`src/rtl/note_sequencer.sv`:
```
// note_sequencer
//   Step sequencer sitting between the SPI config block and the voice
//   (oscillator + ADSR). It holds a STEPS-deep pattern of note periods, each
//   with a rest flag. It advances through that pattern at a programmable
//   tempo and drives osc_count/trig. When it is not running, it forwards the
//   SPI-supplied osc_count/trig to the voice, one cycle late.
//
// Ports
//   clk, arstn       clock, asynchronous active-low reset
//   progn            low while an SPI frame is in progress (forces idle)
//   seq_en           1 = play the pattern, 0 = passthrough
//   tempo_div        clocks per step minus 1
//   gate_len         clocks trig stays high at the start of each step
//   last_step        final step index; the sequence wraps to 0 after it
//   wr_en/wr_addr/wr_note/wr_rest   pattern write port
//   man_osc_count/man_trig          passthrough values from SPI
//   osc_count, trig  registered voice controls
//   step             current step index
//   step_pulse       one-cycle pulse at the start of every step
//   busy             high while sequencing
module note_sequencer #(
  parameter int STEPS   = 8,
  parameter int ADDR_W  = 3,
  parameter int TEMPO_W = 16
) (
  input  logic               clk,
  input  logic               arstn,
  input  logic               progn,
  input  logic               seq_en,
  input  logic [TEMPO_W-1:0] tempo_div,
  input  logic [TEMPO_W-1:0] gate_len,
  input  logic [ADDR_W-1:0]  last_step,
  input  logic               wr_en,
  input  logic [ADDR_W-1:0]  wr_addr,
  input  logic [11:0]        wr_note,
  input  logic               wr_rest,
  input  logic [11:0]        man_osc_count,
  input  logic               man_trig,
  output logic [11:0]        osc_count,
  output logic               trig,
  output logic [ADDR_W-1:0]  step,
  output logic               step_pulse,
  output logic               busy
);

  typedef enum logic [1:0] {IDLE, GATE, WAIT} state_t;

  state_t             state, state_next;
  logic [TEMPO_W-1:0] cnt, cnt_next, cnt_inc;
  logic [ADDR_W-1:0]  step_next, step_inc;
  logic [11:0]        osc_next;
  logic               trig_next, pulse_next, busy_next;
  logic               run, step_end;

  logic [11:0]        note_mem [STEPS];
  logic [STEPS-1:0]   rest_mem;

  // An SPI frame in progress has the same effect as disabling the sequencer.
  assign run      = seq_en & progn;
  assign step_end = (cnt == tempo_div);
  assign cnt_inc  = cnt + 1'b1;
  // A step index at or beyond last_step wraps to 0. This also covers the
  // case where last_step is lowered below the current step.
  assign step_inc = (step >= last_step) ? '0 : step + 1'b1;

  // Pattern storage. The write commits on the clock edge, so a step start
  // reading the same address in that cycle still sees the old contents.
  always_ff @(posedge clk or negedge arstn) begin
    if (!arstn) begin
      for (int i = 0; i < STEPS; i++) note_mem[i] <= '0;
      rest_mem <= '1;
    end else if (wr_en) begin
      note_mem[wr_addr] <= wr_note;
      rest_mem[wr_addr] <= wr_rest;
    end
  end

  // State and output registers.
  always_ff @(posedge clk or negedge arstn) begin
    if (!arstn) begin
      state      <= IDLE;
      cnt        <= '0;
      step       <= '0;
      osc_count  <= '0;
      trig       <= 1'b0;
      step_pulse <= 1'b0;
      busy       <= 1'b0;
    end else begin
      state      <= state_next;
      cnt        <= cnt_next;
      step       <= step_next;
      osc_count  <= osc_next;
      trig       <= trig_next;
      step_pulse <= pulse_next;
      busy       <= busy_next;
    end
  end

  // Next-state and output logic. trig is computed from the count value that
  // will hold during the coming cycle, so a step is gated for exactly
  // gate_len clocks. The step start does not close the gate, so gate_len
  // larger than the step length gives legato across non-rest steps.
  always_comb begin
    state_next = state;
    cnt_next   = cnt;
    step_next  = step;
    osc_next   = osc_count;
    trig_next  = trig;
    pulse_next = 1'b0;
    busy_next  = busy;

    case (state)
      IDLE: begin
        if (run) begin
          state_next = GATE;
          cnt_next   = '0;
          step_next  = '0;
          osc_next   = note_mem[0];
          trig_next  = ~rest_mem[0] & (gate_len != '0);
          pulse_next = 1'b1;
          busy_next  = 1'b1;
        end else begin
          step_next = '0;
          osc_next  = man_osc_count;
          trig_next = man_trig;
          busy_next = 1'b0;
        end
      end

      GATE, WAIT: begin
        if (!run) begin
          // trig drops on this edge. Passthrough resumes from IDLE on the
          // following edge.
          state_next = IDLE;
          cnt_next   = '0;
          step_next  = '0;
          trig_next  = 1'b0;
          busy_next  = 1'b0;
        end else if (step_end) begin
          state_next = GATE;
          cnt_next   = '0;
          step_next  = step_inc;
          osc_next   = note_mem[step_inc];
          trig_next  = ~rest_mem[step_inc] & (gate_len != '0);
          pulse_next = 1'b1;
        end else begin
          cnt_next = cnt_inc;
          if (state == GATE && cnt_inc < gate_len) begin
            trig_next = ~rest_mem[step];
          end else begin
            state_next = WAIT;
            trig_next  = 1'b0;
          end
        end
      end

      default: begin
        state_next = IDLE;
        trig_next  = 1'b0;
        busy_next  = 1'b0;
      end
    endcase
  end

endmodule
```
`config.mk`:
```
export PLATFORM = sky130hd
export DESIGN_NAME = note_sequencer
export DESIGN_NICKNAME = d
export VERILOG_FILES = /design/src/rtl/note_sequencer.sv
export SDC_FILE = /design/constraint.sdc
export NUM_CORES = 1
export LEC_CHECK = 0
export ABC_AREA = 0
export CAP_MARGIN = 20
export CORE_MARGIN = 2
export CORE_UTILIZATION = 55
export CTS_CLUSTER_DIAMETER = 150
export DETAILED_ROUTE_END_ITERATION = 16
export HOLD_SLACK_MARGIN = 0.06
export PLACE_DENSITY = 0.79
export SYNTH_ARGS = -nofsm -noshare
export SYNTH_HDL_FRONTEND = slang
export SYNTH_SLANG_ARGS = --single-unit
```
`constraint.sdc`:
```
create_clock -name clk -period 8.3 [get_ports clk]
set_clock_uncertainty 0.15 [all_clocks]
set_input_delay 1.66 -clock clk [delete_from_list [all_inputs] [get_ports clk]]
set_output_delay 1.66 -clock clk [all_outputs]
set_load 0.005 [all_outputs]
```
==> metrics.txt <==
clock latency on the worst-skew pair 430 ps; FFs w/ async S/R, synth 1.00; DRC 0; top-area cell type share of the netlist area 0.439; Hold-fix buffers, CTS 0; root buffer cell clkbuf_16; final wirelength 19.0 mm; synthesis-to-finish area growth 21.9%; final instance area 9170 sq um; Reg area 3510 sq um; critical path's slowest cell clkdlybuf4s50_1; cts repair resizes 0; Synth area leader dfrtp_1; Cell Count, Final, Fillers Out 908; vias per cell 6.21; Final period util 0.462; Synth top cells by count 132 x dfrtp_1, 94 x mux2_2, 39 x nand2_1; CTS Buf Count 17; Leak Pwr 0.00387 uW; IO Port Bufs 86; worst reg2reg endpoint state[0]$_DFFE_PN0P_; Core ar. 13300 sq um; FF-to-FF Start cnt[0]$_DFFE_PN0P_; Hold Path Depth 1; min-delay src note_mem[68]$_DFFE_PN0P_; Cell Pwr Density 261 nW/um^2; WL/cell 20.9 microns; sum of negative setup slack 0 ps; max-cap check violation count 0; first-pass GRT wire length 30.4 mm; Hold Crit Endpoint note_mem[68]$_DFFE_PN0P_; peak supply drop 0.177 mV; worst hold slack 346 ps; count of final hold-check violations 0; f_max 0.261 GHz; largest cells by area after synthesis dfrtp_1 44%, mux2_2 14%, mux4_2 4.5%; crit-path max FO 21; Int Power 1700 uW; Initial Util 0.566; Final ANT Viol Nets 0; Flop pwr share 0.396; Cell Area, Placed 8500 sq um; kind of critical path in2reg; Routability Congestion 0.895; crit-path max cell delay 460 ps; Seq/Total Area, Yosys 0.467; Synth Warn # 0; area of the multi-input gates 3750 sq um; Total Nets Final 811; RSZ-0062 raised after global routing false; router iterations before antenna repair 5; TritonCTS clock tree built; setup violators final 0; site row count 42; Starting DRT DRC Count 339; largest net degree at the start of global routing 83; Die H 121 microns; Worst R2R Path Depth 12; Clock Tree Buf Depth 2; worst path bufs/invs 3; gate count of the mapped netlist 644; number of synthesized flops with an enable pin 0; CP arrival 4000 ps; die footprint 14600 sq um; worst path required time 8460 ps; Hold/Removal Path Class reg2reg; #FFs+latches synth 140; sw frac 0.292; synthesized area per cell 11.7 sq um; Slew Limit Fails 0; post-layout min period 3840 ps; Comb power frac 0.267; layout cell share with drive strength beyond 1 0.238; Worst-path clk slew 60 ps; Max H-tree Level 4; final core utilization 0.690; postcts setup bufs 0; cell count after placement 872; initial antenna violation count 0; Unique masters post-synth 55; grt total ovfl 0; relative slew slack 0.277; vias in the first global route 5856; ys flop type dfrtp_1; Crit path max-delay family buffers and inverters; I/O pin count 87; Vias 5638; most frequent cell after synthesis dfrtp_1; Net Sw Power 700 uW; CTS sink cnt 140; Worst Tran Pin Value 1080 ps; clock share of power 0.337; Detailed Place HPWL 12.8 mm; Mapped Area 7520 sq um; R2R Setup Slk 4710 ps; die width 121 microns; post-synthesis net count 736; GRT Total Usage 0.271; worst path cell trace clkdlybuf4s50_1 > inv_1 > ha_1 > a21o_1 > a31oi_1 > buf_4 > nand2_1 > o21ai_0 > nor2_1 > o22a_1; Worst Setup End Kind flop; antenna cells 0; status finished clean; fillers 918; Critical Path Start Type primary input
-- layer usage --
layer / GRT usage / part of all wire
met4: 0.121 / 0.026
met5: 0 / 0
met2: 0.454 / 0.50
met1: 0.340 / 0.42
met3: 0.0526 / 0.051
-- worst reg2reg max path, stage by stage (launching register included) --
cell	delay, ps
dfrtp_1	470
ha_1	310
and3_1	280
and3_1	340
nand3_1	140
xnor2_1	170
ha_1	300
nand4_1	210
a211oi_1	280
a211oi_1	120
o21ai_0	340
o21ai_0	170
a22o_1	190
-- cell usage in the layout, fill, tap and decap left out, types with 17 or more instances in the layout --
master             n
ha_1              23
clkbuf_16         17
mux2_2            94
nand2_1           39
o21ai_0           24
a31oi_1           28
dfrtp_1          131
xnor2_1           22
clkdlybuf4s50_1   85
inv_1             26
-- power groups by stage --
stage	logic [uW]	clock network (uW)	registers, uW
final	639	808	948
after global routing	699	844	963
after CTS	633	816	945
after detailed placement	627	0	955
after global placement	600	0	941
after floorplan	414	0	920
-- stage by stage --
| stage | worst slack, ps | total power [uW] |
|---|---|---|
| finish | 4460 | 2400 |
| global route | 4330 | 2510 |
| CTS | 4120 | 2390 |
| detailed placement | 3680 | 1580 |
| global placement | 3720 | 1540 |
| floorplan | 4830 | 1330 |
-- final cells by class --
cell class                      instances  share of cell area
Multi-Input combinational cell        437               0.409
Sequential cell                       140               0.383
Timing Repair Buffer                   97               0.105
Clock buffer                           22              0.0506
Tap cell                              176              0.0240
Clock inverter                         10              0.0177
Inverter                               26              0.0106
-- state kept, by name (all words and copies together) (netlist names) --
| signal | cells |
|---|---|
| cnt | 16 |
| osc_count | 12 |
| step | 3 |
| rest_mem | 8 |
| step_pulse | 1 |
| state | 2 |
| trig | 1 |
| busy | 1 |
| note_mem | 96 |
-- kinds of logic after synthesis --
| family | share of synthesized area |
|---|---|
| fa+ha+maj | 0.0382 |
| buf+inv | 0.0401 |
| simple gates | 0.0838 |
| mux | 0.220 |
| xor+xnor | 0.0371 |
| flops | 0.467 |
| compound gates | 0.113 |
-- worst max-delay path by stage --
stage,start,end,slack [ps],cells past startpoint
after floorplan,last_step[2],trig$_DFF_PN0_,4830,9
after global placement,tempo_div[9],osc_count[11]$_DFFE_PN0P_,3720,7
after detailed placement,tempo_div[1],osc_count[2]$_DFFE_PN0P_,3680,7
after CTS,tempo_div[1],osc_count[2]$_DFFE_PN0P_,4120,7
after global routing,last_step[2],osc_count[7]$_DFFE_PN0P_,4330,10
final,last_step[2],osc_count[8]$_DFFE_PN0P_,4460,10
Power figures use the tool's default switching activity.
